`src/rtl/quad2paddle_if.sv`:
```
// Encoder/paddle signal bundle for quad2paddle.
// master drives the encoder phases and center; slave is the decoder.
interface quad2paddle_if;
  logic       enc_a;
  logic       enc_b;
  logic       center;
  logic [7:0] paddle;
  logic       dir;
  logic       step_pulse;
  logic       err;
  logic       active;

  modport master (
    output enc_a, enc_b, center,
    input  paddle, dir, step_pulse, err, active
  );

  modport slave (
    input  enc_a, enc_b, center,
    output paddle, dir, step_pulse, err, active
  );
endinterface

```
`src/rtl/quad2paddle.sv`:
```
// Quadrature decoder: filtered A/B phases -> saturating 8-bit paddle, step/err pulses, activity flag.
// Macro QUAD_X4_EN: count every Gray transition (x4); undefined counts only arrivals at 00 (x1).
module quad2paddle #(
  parameter int unsigned FILT_LEN = 4,
  parameter int unsigned STEP     = 2,
  parameter int unsigned CENTER   = 128,
  parameter int unsigned IDLE_CYC = 12000000
) (
  input logic          clk_sys,
  input logic          reset,
  quad2paddle_if.slave bus
);
  localparam int unsigned IDLE_W    = $clog2(IDLE_CYC + 1);
  localparam int unsigned PRIME_CYC = FILT_LEN + 2;

  typedef enum logic {PRIME, RUN} state_e;

  state_e            state_q, state_d;
  logic [1:0]        sync1_q, sync1_d;
  logic [1:0]        sync2_q, sync2_d;
  logic [1:0]        acc_q, acc_d;
  logic [3:0]        cnt_a_q, cnt_a_d;
  logic [3:0]        cnt_b_q, cnt_b_d;
  logic [4:0]        prime_cnt_q, prime_cnt_d;
  logic [1:0]        prev_ab_q, prev_ab_d;
  logic [7:0]        paddle_q, paddle_d;
  logic              dir_q, dir_d;
  logic              step_q, step_d;
  logic              err_q, err_d;
  logic              active_q, active_d;
  logic [IDLE_W-1:0] idle_q, idle_d;

  logic [8:0]        up9, dn9;
  logic [1:0]        delta;
  logic              count_here;

  // Returns {accepted_level, counter} for one channel.
  function automatic logic [4:0] filt_step(input logic synced, input logic accepted,
                                           input logic [3:0] cnt);
    logic [4:0] r;
    r = {accepted, 4'd0};
    if (synced != accepted) begin
      if (cnt == 4'(FILT_LEN - 1)) r = {synced, 4'd0};
      else                         r = {accepted, cnt + 4'd1};
    end
    return r;
  endfunction

  // Maps Gray {a,b} to a 0..3 position so forward rotation is +1 mod 4.
  function automatic logic [1:0] gray_pos(input logic [1:0] ab);
    return {ab[1], ab[1] ^ ab[0]};
  endfunction

`ifdef QUAD_X4_EN
  assign count_here = 1'b1;
`else
  assign count_here = (acc_q == 2'b00);
`endif

  always_comb begin
    state_d     = state_q;
    sync1_d     = {bus.enc_a, bus.enc_b};
    sync2_d     = sync1_q;
    acc_d       = acc_q;
    cnt_a_d     = cnt_a_q;
    cnt_b_d     = cnt_b_q;
    prime_cnt_d = prime_cnt_q;
    prev_ab_d   = prev_ab_q;
    paddle_d    = paddle_q;
    dir_d       = dir_q;
    step_d      = 1'b0;
    err_d       = 1'b0;
    idle_d      = idle_q;
    active_d    = active_q;
    up9         = {1'b0, paddle_q} + 9'(STEP);
    dn9         = {1'b0, paddle_q} - 9'(STEP);
    delta       = gray_pos(acc_q) - gray_pos(prev_ab_q);

    case (state_q)
      PRIME: begin
        // The accepted register doubles as the stability reference; the two
        // extra cycles let the synchronizer flush its reset values first.
        acc_d = sync2_q;
        if (sync2_q != acc_q) begin
          prime_cnt_d = '0;
        end else if (prime_cnt_q == 5'(PRIME_CYC - 1)) begin
          state_d     = RUN;
          prev_ab_d   = sync2_q;
          prime_cnt_d = '0;
        end else begin
          prime_cnt_d = prime_cnt_q + 5'd1;
        end
      end
      RUN: begin
        {acc_d[1], cnt_a_d} = filt_step(sync2_q[1], acc_q[1], cnt_a_q);
        {acc_d[0], cnt_b_d} = filt_step(sync2_q[0], acc_q[0], cnt_b_q);
        prev_ab_d = acc_q;
        if (delta == 2'd2) begin
          err_d = 1'b1;
        end else if (delta != 2'd0 && count_here) begin
          step_d = 1'b1;
          dir_d  = (delta == 2'd1);
          if (delta == 2'd1) paddle_d = up9[8] ? 8'hFF : up9[7:0];
          else               paddle_d = dn9[8] ? 8'h00 : dn9[7:0];
        end
      end
      default: state_d = PRIME;
    endcase

    if (bus.center) paddle_d = 8'(CENTER);

    if (step_d) begin
      idle_d   = '0;
      active_d = 1'b1;
    end else begin
      if (idle_q != IDLE_W'(IDLE_CYC)) idle_d = idle_q + IDLE_W'(1);
      if (idle_d == IDLE_W'(IDLE_CYC)) active_d = 1'b0;
    end
  end

  always_ff @(posedge clk_sys) begin
    if (reset) begin
      state_q     <= PRIME;
      sync1_q     <= '0;
      sync2_q     <= '0;
      acc_q       <= '0;
      cnt_a_q     <= '0;
      cnt_b_q     <= '0;
      prime_cnt_q <= '0;
      prev_ab_q   <= '0;
      paddle_q    <= 8'(CENTER);
      dir_q       <= 1'b0;
      step_q      <= 1'b0;
      err_q       <= 1'b0;
      active_q    <= 1'b0;
      idle_q      <= '0;
    end else begin
      state_q     <= state_d;
      sync1_q     <= sync1_d;
      sync2_q     <= sync2_d;
      acc_q       <= acc_d;
      cnt_a_q     <= cnt_a_d;
      cnt_b_q     <= cnt_b_d;
      prime_cnt_q <= prime_cnt_d;
      prev_ab_q   <= prev_ab_d;
      paddle_q    <= paddle_d;
      dir_q       <= dir_d;
      step_q      <= step_d;
      err_q       <= err_d;
      active_q    <= active_d;
      idle_q      <= idle_d;
    end
  end

  assign bus.paddle     = paddle_q;
  assign bus.dir        = dir_q;
  assign bus.step_pulse = step_q;
  assign bus.err        = err_q;
  assign bus.active     = active_q;
endmodule

```
`src/flat_wrapper.sv`:
```
// flat-port wrapper written by rule: the top's interface ports become plain ports
module quad2paddle_flat 
#(
  parameter int unsigned FILT_LEN = 4,
  parameter int unsigned STEP     = 2,
  parameter int unsigned CENTER   = 128,
  parameter int unsigned IDLE_CYC = 12000000
)
  (clk_sys, reset, bus_enc_a, bus_enc_b, bus_center, bus_paddle, bus_dir, bus_step_pulse, bus_err, bus_active);
  quad2paddle_if bus_i ();
  input logic clk_sys;
  input logic reset;
  input wire logic [$bits(bus_i.enc_a)-1:0] bus_enc_a;
  input wire logic [$bits(bus_i.enc_b)-1:0] bus_enc_b;
  input wire logic [$bits(bus_i.center)-1:0] bus_center;
  output wire logic [$bits(bus_i.paddle)-1:0] bus_paddle;
  output wire logic [$bits(bus_i.dir)-1:0] bus_dir;
  output wire logic [$bits(bus_i.step_pulse)-1:0] bus_step_pulse;
  output wire logic [$bits(bus_i.err)-1:0] bus_err;
  output wire logic [$bits(bus_i.active)-1:0] bus_active;
  assign bus_i.enc_a = bus_enc_a;
  assign bus_i.enc_b = bus_enc_b;
  assign bus_i.center = bus_center;
  assign bus_paddle = bus_i.paddle;
  assign bus_dir = bus_i.dir;
  assign bus_step_pulse = bus_i.step_pulse;
  assign bus_err = bus_i.err;
  assign bus_active = bus_i.active;
  quad2paddle #(.FILT_LEN(FILT_LEN), .STEP(STEP), .CENTER(CENTER), .IDLE_CYC(IDLE_CYC)) u_core (.clk_sys(clk_sys), .reset(reset), .bus(bus_i));
endmodule
```
`config.mk`:
```
export PLATFORM = sky130hd
export DESIGN_NAME = quad2paddle_flat
export DESIGN_NICKNAME = d
export VERILOG_FILES = /design/src/rtl/quad2paddle_if.sv /design/src/rtl/quad2paddle.sv /design/src/flat_wrapper.sv
export SDC_FILE = /design/constraint.sdc
export NUM_CORES = 1
export LEC_CHECK = 0
export ABC_CLOCK_PERIOD_IN_PS = 3700
export CAP_MARGIN = 5
export CORE_MARGIN = 2
export CORE_UTILIZATION = 52
export CTS_CLUSTER_SIZE = 30
export DETAILED_ROUTE_END_ITERATION = 8
export HOLD_SLACK_MARGIN = 0.03
export PLACE_DENSITY = 0.82
export SLEW_MARGIN = 20
export SYNTH_ARGS = -nofsm -noshare
export SYNTH_HDL_FRONTEND = slang
export SYNTH_SLANG_ARGS = --single-unit
```
`constraint.sdc`:
```
create_clock -name clk_sys -period 3.7 [get_ports clk_sys]
set_clock_uncertainty 0.1 [all_clocks]
set_input_delay 0.555 -clock clk_sys [delete_from_list [all_inputs] [get_ports clk_sys]]
set_output_delay 0.555 -clock clk_sys [all_outputs]
set_load 0.05 [all_outputs]
```
# After elaboration in Yosys (flattened, before gate mapping)
# Index checks and enable logic that the tools add are counted.
[word_totals] ff_bits=58 inputBits=5 out_inout_bits=12 elab_cells=77
[op_classes] addsub=7 n_eq_ne=16 muxes=24 bitwise=4 reduce_logical=11
[op_table] operator="24-bit two-way mux" count=2
[op_table] operator="5-bit two-way mux" count=6
[op_table] operator="24-bit by 1-bit adder with 24-bit output (second input constant)" count=1
[op_table] operator="24-bit equality test (second input constant)" count=1
[op_table] operator="8-bit two-way mux" count=3
[op_table] operator="24-bit inequality test (second input constant)" count=1
[op_table] operator="2-bit inequality test (second input constant)" count=5
[op_table] operator="8-bit by 2-bit adder with 9-bit output (second input constant)" count=1
[op_table] operator="1-bit two-way mux" count=9
[op_table] operator="8-bit by 2-bit subtractor with 9-bit output (second input constant)" count=1
[op_table] operator="4-bit by 1-bit adder with 4-bit output (second input constant)" count=2
[op_table] operator="4-bit by 2-bit equality test with 1-bit output (second input constant)" count=2
[op_table] operator="2-bit case mux with 2 select lines" count=2
[op_table] operator="2-bit AND reduction" count=3
[op_table] operator="2-bit OR reduction" count=3
[op_table] operator="5-bit by 1-bit adder with 5-bit output (second input constant)" count=1
[op_table] operator="5-bit by 3-bit equality test with 1-bit output (second input constant)" count=1
[op_table] operator="2-bit two-way mux" count=2
[op_table] operator="2-bit nonzero test" count=2
[op_table] operator="3-bit AND reduction" count=1
[op_table] operator="2-bit by 1-bit equality test with 1-bit output (second input constant)" count=1
[op_table] operator="2-bit equality test (second input constant)" count=1
[op_table] operator="2-bit zero test" count=1
[op_table] operator="1-bit inequality test" count=2
[op_table] operator="other kinds (6)" count=8

# Logic depth before layout (Yosys ltp)
# Gate-level depths: netlist (run 1).
[logic_depth] depth_word=11 mapped_depth=11 depth_no_buf=10

# Least setup slack after synthesis (run 1)
# OpenSTA, ideal clock, no wires.
[synth_timing] path_type="register to register" from="register u_core.acc_q[1]" to="register u_core.active_q, in the netlist u_core.bus.active" setup_time_ns=0.129 t_arrival_ns=2.031 t_required_ns=3.471 path_slack_ns=1.439 stages_incl_launch_ff=10 n_path_buf=0 synth_period_minus_slack_ns=2.261 cell_sequence="dfxtp_1 > inv_1 > ha_1 > inv_1 > ha_1 > nand3b_1 > nor2_1 > or4_1 > nor4_2 > a31oi_1"
[synth_between] elab_chain_len=8 elab_cells_between_ends=11 classes_between="1 x add/sub; 1 x eq/ne; 4 x mux; 1 x bitwise; 4 x reduce/logical"
[synth_lines] element="start: declaration" line_no="quad2paddle.sv:21" rtl="logic [1:0] acc_q, acc_d;"
[synth_lines] element="start signal: assignment" line_no="quad2paddle.sv:126" rtl="acc_q <= '0;"
[synth_lines] element="start signal: assignment" line_no="quad2paddle.sv:141" rtl="acc_q <= acc_d;"
[synth_lines] element="1-bit bitwise XOR" line_no="quad2paddle.sv:51" rtl="return {ab[1], ab[1] ^ ab[0]};"
[synth_lines] element="2-bit subtractor" line_no="quad2paddle.sv:77" rtl="delta = gray_pos(acc_q) - gray_pos(prev_ab_q);"
[synth_lines] element="2-bit nonzero test" line_no="quad2paddle.sv:100" rtl="end else if (delta != 2'd0 && count_here) begin"
[synth_lines] element="1-bit logical AND" line_no="quad2paddle.sv:100"
[synth_lines] element="1-bit two-way mux" line_no="quad2paddle.sv:100"
[synth_lines] element="1-bit two-way mux (*)" line_no="quad2paddle.sv:98" rtl="if (delta == 2'd2) begin"
[synth_lines] element="1-bit two-way mux (*)" line_no="quad2paddle.sv:79" rtl="case (state_q)"
[synth_lines] element="1-bit two-way mux or 2-bit nonzero test (tied branches)"
[synth_lines] element="end signal: assignment" line_no="quad2paddle.sv:150" rtl="active_q <= active_d;"
[synth_lines] element="end: declaration" line_no="quad2paddle.sv:30" rtl="logic active_q, active_d;"
# Every way passes the cells marked *; elsewhere a longest branch is shown, timed or not.
# A chain may end at the register's enable or synchronous reset.

# Final worst setup path (run 1)
[layout_timing] from="register u_core.acc_q[1]" to="register u_core.idle_q[19]"
[layout_between] elab_chain_len=8 elab_cells_between_ends=10 classes_between="1 x add/sub; 1 x eq/ne; 3 x mux; 1 x bitwise; 4 x reduce/logical"
[layout_lines] element="1-bit bitwise XOR" line_no="quad2paddle.sv:51"
[layout_lines] element="2-bit subtractor" line_no="quad2paddle.sv:77"
[layout_lines] element="2-bit nonzero test" line_no="quad2paddle.sv:100"
[layout_lines] element="1-bit logical AND" line_no="quad2paddle.sv:100"
[layout_lines] element="1-bit two-way mux" line_no="quad2paddle.sv:100"
[layout_lines] element="1-bit two-way mux (*)" line_no="quad2paddle.sv:98"
[layout_lines] element="1-bit two-way mux (*)" line_no="quad2paddle.sv:79"
[layout_lines] element="2-bit OR reduction (no line) (*)"
[layout_lines] element="end signal: assignment" line_no="quad2paddle.sv:151" rtl="idle_q <= idle_d;"
[layout_lines] element="end: declaration" line_no="quad2paddle.sv:31" rtl="logic [IDLE_W-1:0] idle_q, idle_d;"
# Marked as above.

==> results.json, run 1 <==
{
  "status": "finished clean",
  "final_cell_area_um2": 3650,
  "min_to": "u_core.sync2_q[1]$_SDFF_PP0_",
  "cts_tree": "yes",
  "reg2reg_from": "u_core.acc_q[1]$_SDFFE_PP0P_",
  "crit_path_top_delay_cell": "nand2b_1",
  "grt_usage_pct": 20.4,
  "syn_inst": 403,
  "post_cts_buffers": 0,
  "tightest_slew_ns": 0.927,
  "place_area_um2": 3440,
  "synth_nets": 418,
  "clkSlewWorstSetupHoldPaths_ns": 0.07,
  "drt-pass1-iter-count": 5,
  "num_antenna_cells": 0,
  "drv_cap": 0,
  "grt_max_degree": 27,
  "worstPathCellList": "inv_1 -> ha_1 -> inv_1 -> ha_1 -> nand3b_1 -> nand2b_1 -> nor2_1",
  "rsz0062_at_grt": "false",
  "via_count": 2785,
  "holdPathStages": 1,
  "drt_wl_total_um": 6750,
  "crit_path_max_incr_delay_ns": 0.74,
  "seq_area_um2": 1160,
  "core_um2": 6280,
  "r2r_cells": 7,
  "gp_congestion": 0.948,
  "ys.flop_type": "dfxtp_1",
  "crit_arrival_ns": 2.63,
  "first_iter_violations": 187,
  "cp_max_fo": 24,
  "cts_htree_levels": 3,
  "reg2reg_to": "u_core.idle_q[19]$_SDFF_PP0_",
  "powerDensity_nw_per_um2": 365,
  "portBuffers": 16,
  "n_fill_cell": 562,
  "die_x_um": 83.9,
  "drv_slew": 0,
  "wl_per_cell_um": 13.7,
  "start_util_pct": 52.9,
  "p_leak_nw": 1.34,
  "grt_overflow": 0,
  "post-route-min-period_ns": 2.55,
  "final-hold-violation-count": 0,
  "drive_above_1_share_pct": 7.95,
  "hold_buffers": 0,
  "pre_cts_ws_ns": 1.20,
  "setup_viol_count_final": 0,
  "hold_class": "flip-flop to flip-flop",
  "rows": 29,
  "root_buffer": "clkbuf_8",
  "syn_area_per_cell_um2": 8.24,
  "drc_errors": 0,
  "die_y_um": 83.9,
  "crit_family": "simple AND/OR/NAND/NOR gates",
  "worstPathRequired_ns": 3.78,
  "path_buf_inv": 2,
  "dp.final_hpwl_um": 4640,
  "cts_buffer_depth": 2,
  "synth.distinct_cells": 62,
  "dieArea_um2": 7040,
  "antenna_found_initial": 0,
  "slew_headroom_pct": 38.2,
  "numCtsBuffers": 9,
  "critPathKind": "flip-flop to flip-flop",
  "clkLatencyLatePin_ns": 0.34,
  "ioPinCount": 17,
  "synth_area_um2": 3320,
  "rrSetupSlack_ns": 1.15,
  "fmaxAchievable_mhz": 392,
  "ant_nets": 0,
  "worst_hold_startpoint": "u_core.sync1_q[1]$_SDFF_PP0_",
  "endpoint_kind": "flip-flop",
  "layout_setup_ws_ns": 1.15,
  "nets": 425,
  "area_delta_synth_final_pct": 9.88,
  "multi_input_area_um2": 1950,
  "seq_area_frac_synth_pct": 35.0,
  "grt_first_pass_wirelength_um": 11800,
  "timing.final.crit_share_pct": 68.9,
  "grt_pass1_vias": 2636,
  "ys_ff_latch": 58,
  "ctsResizeCount": 0,
  "vias_per_cell": 5.66,
  "synthArstFlopShare_pct": 0,
  "setup_tns_ns": 0,
  "startpoint_type": "flip-flop",
  "cts.sink_count": 58,
  "startpoint": "u_core.acc_q[1]$_SDFFE_PP0P_",
  "yosysWarnings": 0,
  "ir_worst_vdd_mv": 0.314,
  "synth_edf_count": 0
}
==> Yosys cell counts (all sizes together), types with 2 or more instances <==
library cell,number,area (um2)
and4,4,35.0
nand2b,8,50.1
nor3b,2,15.0
xor2,18,158
and2,2,12.5
o21ai,19,95.1
o21bai,2,15.0
nand3,18,90.1
and3b,2,17.5
inv,15,56.3
clkbuf,16,101
o221ai,2,17.5
nand2,35,134
a21oi,26,134
nor2,60,230
or2,2,12.5
ha,10,125
dfxtp,58,1160
and3,7,43.8
a211oi,3,22.5
nor2b,6,37.5
nor4,9,114
xnor2,8,70.1
nor3,12,60.1
mux2,3,33.8
nand4,13,111
mux2i,6,60.1
buf,5,42.5
or3,9,57.6
a31oi,3,18.8
==> metrics by stage <==
stage,hold slack (ns),utilization [%],power (mW),instances
2_1_floorplan,0.314,-,0.706,403
3_3_place_gp,0.330,54.8,0.719,476
3_5_place_dp,0.333,54.8,0.721,476
4_1_cts,0.344,58.1,1.35,492
5_1_grt,0.366,58.1,1.39,492
6_report,0.338,58.1,1.33,492
==> routing by layer <==
metal,vias to the layer above,share of wire [%],track usage (%)
li1,1430,-,-
met1,1267,46,24.8
met2,75,47,33.8
met3,13,5.3,6.13
met4,0,2.0,7.77
met5,-,0,0
==> power by group <==
part / total, mW / internal, mW / switching (mW)
Combinational: 0.0636 / 0.0253 / 0.0384
Sequential: 0.644 / 0.633 / 0.0117
Clock: 0.625 / 0.378 / 0.246
==> state kept, by name, summed over array words and instances (netlist names), 2 cells and up <==
signal / count
u_core.acc_q: 2
u_core.cnt_b_q: 4
u_core.prime_cnt_q: 5
u_core.prev_ab_q: 2
u_core.bus.paddle: 8
u_core.idle_q: 24
u_core.sync2_q: 2
u_core.sync1_q: 2
u_core.cnt_a_q: 4
==> layout by cell type (no fill, tap or decap), drive strengths merged, types with 2 or more instances in the layout <==
master / synthesis / layout
a211oi: 3 / 3
a21oi: 26 / 26
a31oi: 3 / 3
and2: 2 / 2
and3: 7 / 7
and3b: 2 / 2
and4: 4 / 4
buf: 5 / 2
bufinv: 0 / 2
clkbuf: 16 / 11
clkdlybuf4s50: 0 / 16
clkinv: 0 / 3
dfxtp: 58 / 58
ha: 10 / 10
inv: 15 / 15
mux2: 3 / 3
mux2i: 6 / 6
nand2: 35 / 35
nand2b: 8 / 8
nand3: 18 / 18
nand4: 13 / 13
nor2: 60 / 60
nor2b: 6 / 6
nor3: 12 / 12
nor3b: 2 / 2
nor4: 9 / 9
o21ai: 19 / 19
o21bai: 2 / 2
o221ai: 2 / 2
or2: 2 / 2
or3: 9 / 9
xnor2: 8 / 8
xor2: 18 / 18
==> how the worst max path moves through the flow <==
stage | to | cells past startpoint
global route | u_core.idle_q[19]$_SDFF_PP0_ | 7
global placement | u_core.bus.active$_SDFFE_PP0P_ | 9
detailed placement | u_core.idle_q[19]$_SDFF_PP0_ | 7
floorplan | u_core.bus.active$_SDFFE_PP0P_ | 9
CTS | u_core.idle_q[19]$_SDFF_PP0_ | 7
finish | u_core.idle_q[19]$_SDFF_PP0_ | 7
==> cells by family (layout without fill, tap and decap cells) <==
| logic type | Yosys count | in the layout | share of synthesized area [%] |
|---|---|---|---|
| fa+ha+maj | 10 | 10 | 3.77 |
| flops | 58 | 58 | 35.0 |
| xor+xnor | 27 | 27 | 7.58 |
| compound gates | 68 | 68 | 12.4 |
| buf+inv | 37 | 49 | 6.33 |
| simple gates | 194 | 194 | 32.1 |
| mux | 9 | 9 | 2.83 |
==> final cells by class <==
class                      count  area share [%]
multi-input combinational    308            53.4
timing repair buffer          18            4.80
clock inverter                 5            2.16
inverter                      15            1.54
clock buffer                  11            3.60
tap                           77            2.64
sequential                    58            31.8
(Power assumes the default switching activity.)
==> inputs of run 2 (changes only) <==
--- a/config.mk
+++ b/config.mk
@@ -5,7 +5,7 @@
 export SDC_FILE = /design/constraint.sdc
 export NUM_CORES = 1
 export LEC_CHECK = 0
-export ABC_CLOCK_PERIOD_IN_PS = 3700
+export ABC_CLOCK_PERIOD_IN_PS = 2400
 export CAP_MARGIN = 5
 export CORE_MARGIN = 2
 export CORE_UTILIZATION = 52
==> constraint.sdc (replaced) <==
create_clock -name clk_sys -period 2.4 [get_ports clk_sys]
set_clock_uncertainty 0.1 [all_clocks]
set_input_delay 0.36 -clock clk_sys [delete_from_list [all_inputs] [get_ports clk_sys]]
set_output_delay 0.36 -clock clk_sys [all_outputs]
set_load 0.05 [all_outputs]
==> run 2 against run 1 <==
Compared with the run above: critical path depth unchanged; count of clock-buffer cells in the layout up 1; worst hold slack better by 0.0087 ns; total power up 46%; non-clock buffer count up 17; sequential share of layout area down 1.1 points; die area unchanged; combinational power up 90%; wire length up 6.1%; core utilization up 2.2 points; cell count up 3.5%; highest routed layer unchanged.
==> results.json, run 2 (synthesis gave the netlist of run 1 again) <==
{
  "rows": 29,
  "powerDensity_nw_per_um2": 514,
  "root_buffer": "clkbuf_8",
  "holdPathStages": 1,
  "endpoint_kind": "flip-flop",
  "cp_max_fo": 7,
  "nets": 442,
  "min_to": "u_core.sync2_q[1]$_SDFF_PP0_",
  "crit_path_top_delay_cell": "dfxtp_1",
  "layout_common_cells": "nor2_1 (58), dfxtp_1 (57), nand2_1 (34)",
  "post-route-min-period_ns": 2.28,
  "portBuffers": 16,
  "final_common_cell": "nor2_1",
  "setup_viol_count_final": 0,
  "fmaxAchievable_mhz": 439,
  "clkSlewWorstSetupHoldPaths_ns": 0.07,
  "p_leak_nw": 1.42,
  "largest_reg_flops": 24,
  "reg2reg_to": "u_core.bus.active$_SDFFE_PP0P_",
  "worst_hold_startpoint": "u_core.sync1_q[1]$_SDFF_PP0_",
  "grt_max_degree": 26,
  "num_antenna_cells": 0,
  "rrSetupSlack_ns": 0.12,
  "critPathKind": "flip-flop to flip-flop",
  "hold_class": "flip-flop to flip-flop",
  "vias_per_cell": 5.70,
  "grt_pass1_vias": 2820,
  "worstPathRequired_ns": 2.51,
  "drt-pass1-iter-count": 4,
  "tightest_slew_ns": 0.529,
  "status": "finished clean",
  "dp.final_hpwl_um": 5100,
  "reg2reg_from": "u_core.idle_q[0]$_SDFF_PP0_",
  "via_count": 2903,
  "start_util_pct": 52.9,
  "drv_cap": 0,
  "whs_ns": 0.347,
  "drive_above_1_share_pct": 13.2,
  "startpoint_type": "flip-flop",
  "grt_first_pass_wirelength_um": 12700,
  "gp_congestion": 0.919,
  "regMostFlops": "u_core.idle_q",
  "dr_wl_met2_um": 3600,
  "ir_worst_vdd_mv": 0.380,
  "setup_tns_ns": 0,
  "cts_buffer_depth": 2,
  "clkLatencyLatePin_ns": 0.34,
  "die_x_um": 83.9,
  "cts_tree": "yes",
  "cts.sink_count": 58,
  "ant_nets": 0,
  "wl_per_cell_um": 14.1,
  "drv_slew": 0,
  "r2r_cells": 7,
  "p_total_mw": 1.95,
  "grt_usage_pct": 22.0,
  "drc_errors": 0,
  "numCtsBuffers": 9,
  "dieArea_um2": 7040,
  "layout_setup_ws_ns": 0.124,
  "grt_overflow": 0,
  "wl_met3_um": 257,
  "timing.final.crit_share_pct": 94.8,
  "drt-met1-wl_um": 3180,
  "top_layer": "met4",
  "first_iter_violations": 131,
  "hold_buffers": 0,
  "core_um2": 6280,
  "worstPathCellList": "ha_1 -> inv_1 -> nor4_4 -> nand3_1 -> xor2_1 -> nor4_2 -> a31oi_1",
  "crit_arrival_ns": 2.39,
  "die_y_um": 83.9,
  "area_delta_synth_final_pct": 14.1,
  "final-hold-violation-count": 0,
  "antenna_found_initial": 0,
  "crit_path_max_incr_delay_ns": 0.46,
  "ioPinCount": 17,
  "drt_wl_total_um": 7160,
  "pre_cts_ws_ns": 0.000752,
  "cts_htree_levels": 3,
  "slew_headroom_pct": 64.4
}
run 2: cell count changes in the layout (fill, tap and decap cells not counted), moves of 2 or more:
| cell | before | now |
|---|---|---|
| buf_4 | 2 | 18 |
| clkbuf_8 | 9 | 12 |
| bufinv_16 | 2 | 0 |
| clkbuf_1 | 2 | 0 |
| clkinvlp_4 | 0 | 2 |
run 2: layer usage:
layer,vias up,track usage (%)
met3,12,7.02
met4,0,8.36
met1,1374,26.4
met5,-,0
met2,58,36.7
li1,1459,-
run 2: worst max-delay path: cells and delay by family, from the launching register on:
kind                       cells  cell delay, ns
buffers and inverters          1            0.12
adders and majority gates      1            0.32
xor gates and xnor gates       1            0.18
DFF                            1            0.46
AOI/OAI and AO/OA              1            0.12
and+or+nand+nor                3            0.85
run 2: what timing repair did:
action | CTS | global route
setup endpoints to repair | 1 | 6
gates resized for setup | 1 | 9
pin swaps | 0 | 1
setup buffers | 0 | 1
run 2: worst max-delay path by stage:
stage | startpoint | end | slack (ns) | cells past startpoint
detailed placement | u_core.acc_q[0]$_SDFFE_PP0P_ | u_core.bus.paddle[3]$_SDFFE_PP0P_ | 0.0008 | 10
floorplan | u_core.acc_q[1]$_SDFFE_PP0P_ | u_core.bus.active$_SDFFE_PP0P_ | 0.14 | 9
global route | u_core.acc_q[0]$_SDFFE_PP0P_ | u_core.bus.paddle[3]$_SDFFE_PP0P_ | -0.02 | 10
finish | u_core.idle_q[0]$_SDFF_PP0_ | u_core.bus.active$_SDFFE_PP0P_ | 0.12 | 7
CTS | u_core.acc_q[0]$_SDFFE_PP0P_ | u_core.bus.active$_SDFFE_PP0P_ | 0.06 | 9
global placement | u_core.acc_q[0]$_SDFFE_PP0P_ | u_core.bus.paddle[3]$_SDFFE_PP0P_ | 0.11 | 10
run 2: stage by stage:
step,instances,utilization [%],instance area [um2]
detailed placement,492,56.7,3560
CTS,508,59.8,3750
global route,509,60.3,3790
floorplan,403,-,3320
global placement,492,56.7,3560
finish,509,60.3,3790
run 2: cell type report:
class | instances | area (um2)
clock buffers | 12 | 165
clock inverters | 4 | 25.0
fillers | 541 | 2490
inverters | 15 | 56.3
multi-input cells | 308 | 1970
flip-flops and latches | 58 | 1160
well taps | 77 | 96.3
repair buffers | 35 | 307
run 2: power by group:
group / total, mW / internal (mW) / leakage (nW) / switching [mW]
Sequential: 0.987 / 0.975 / 0.470 / 0.0123
Clock: 0.838 / 0.455 / 0.0944 / 0.384
Combinational: 0.121 / 0.0513 / 0.856 / 0.0696
Total: 1.95 / 1.48 / 1.42 / 0.466
==> inputs of run 3 (changes only) <==
--- a/config.mk
+++ b/config.mk
@@ -11,6 +11,7 @@
 export CORE_UTILIZATION = 52
 export CTS_CLUSTER_SIZE = 30
 export DETAILED_ROUTE_END_ITERATION = 8
+export GPL_TIMING_DRIVEN = 1
 export HOLD_SLACK_MARGIN = 0.03
 export PLACE_DENSITY = 0.82
 export SLEW_MARGIN = 20
==> results of run 3 <==
Final layout, timing and power as in run 2 (identical DEF).
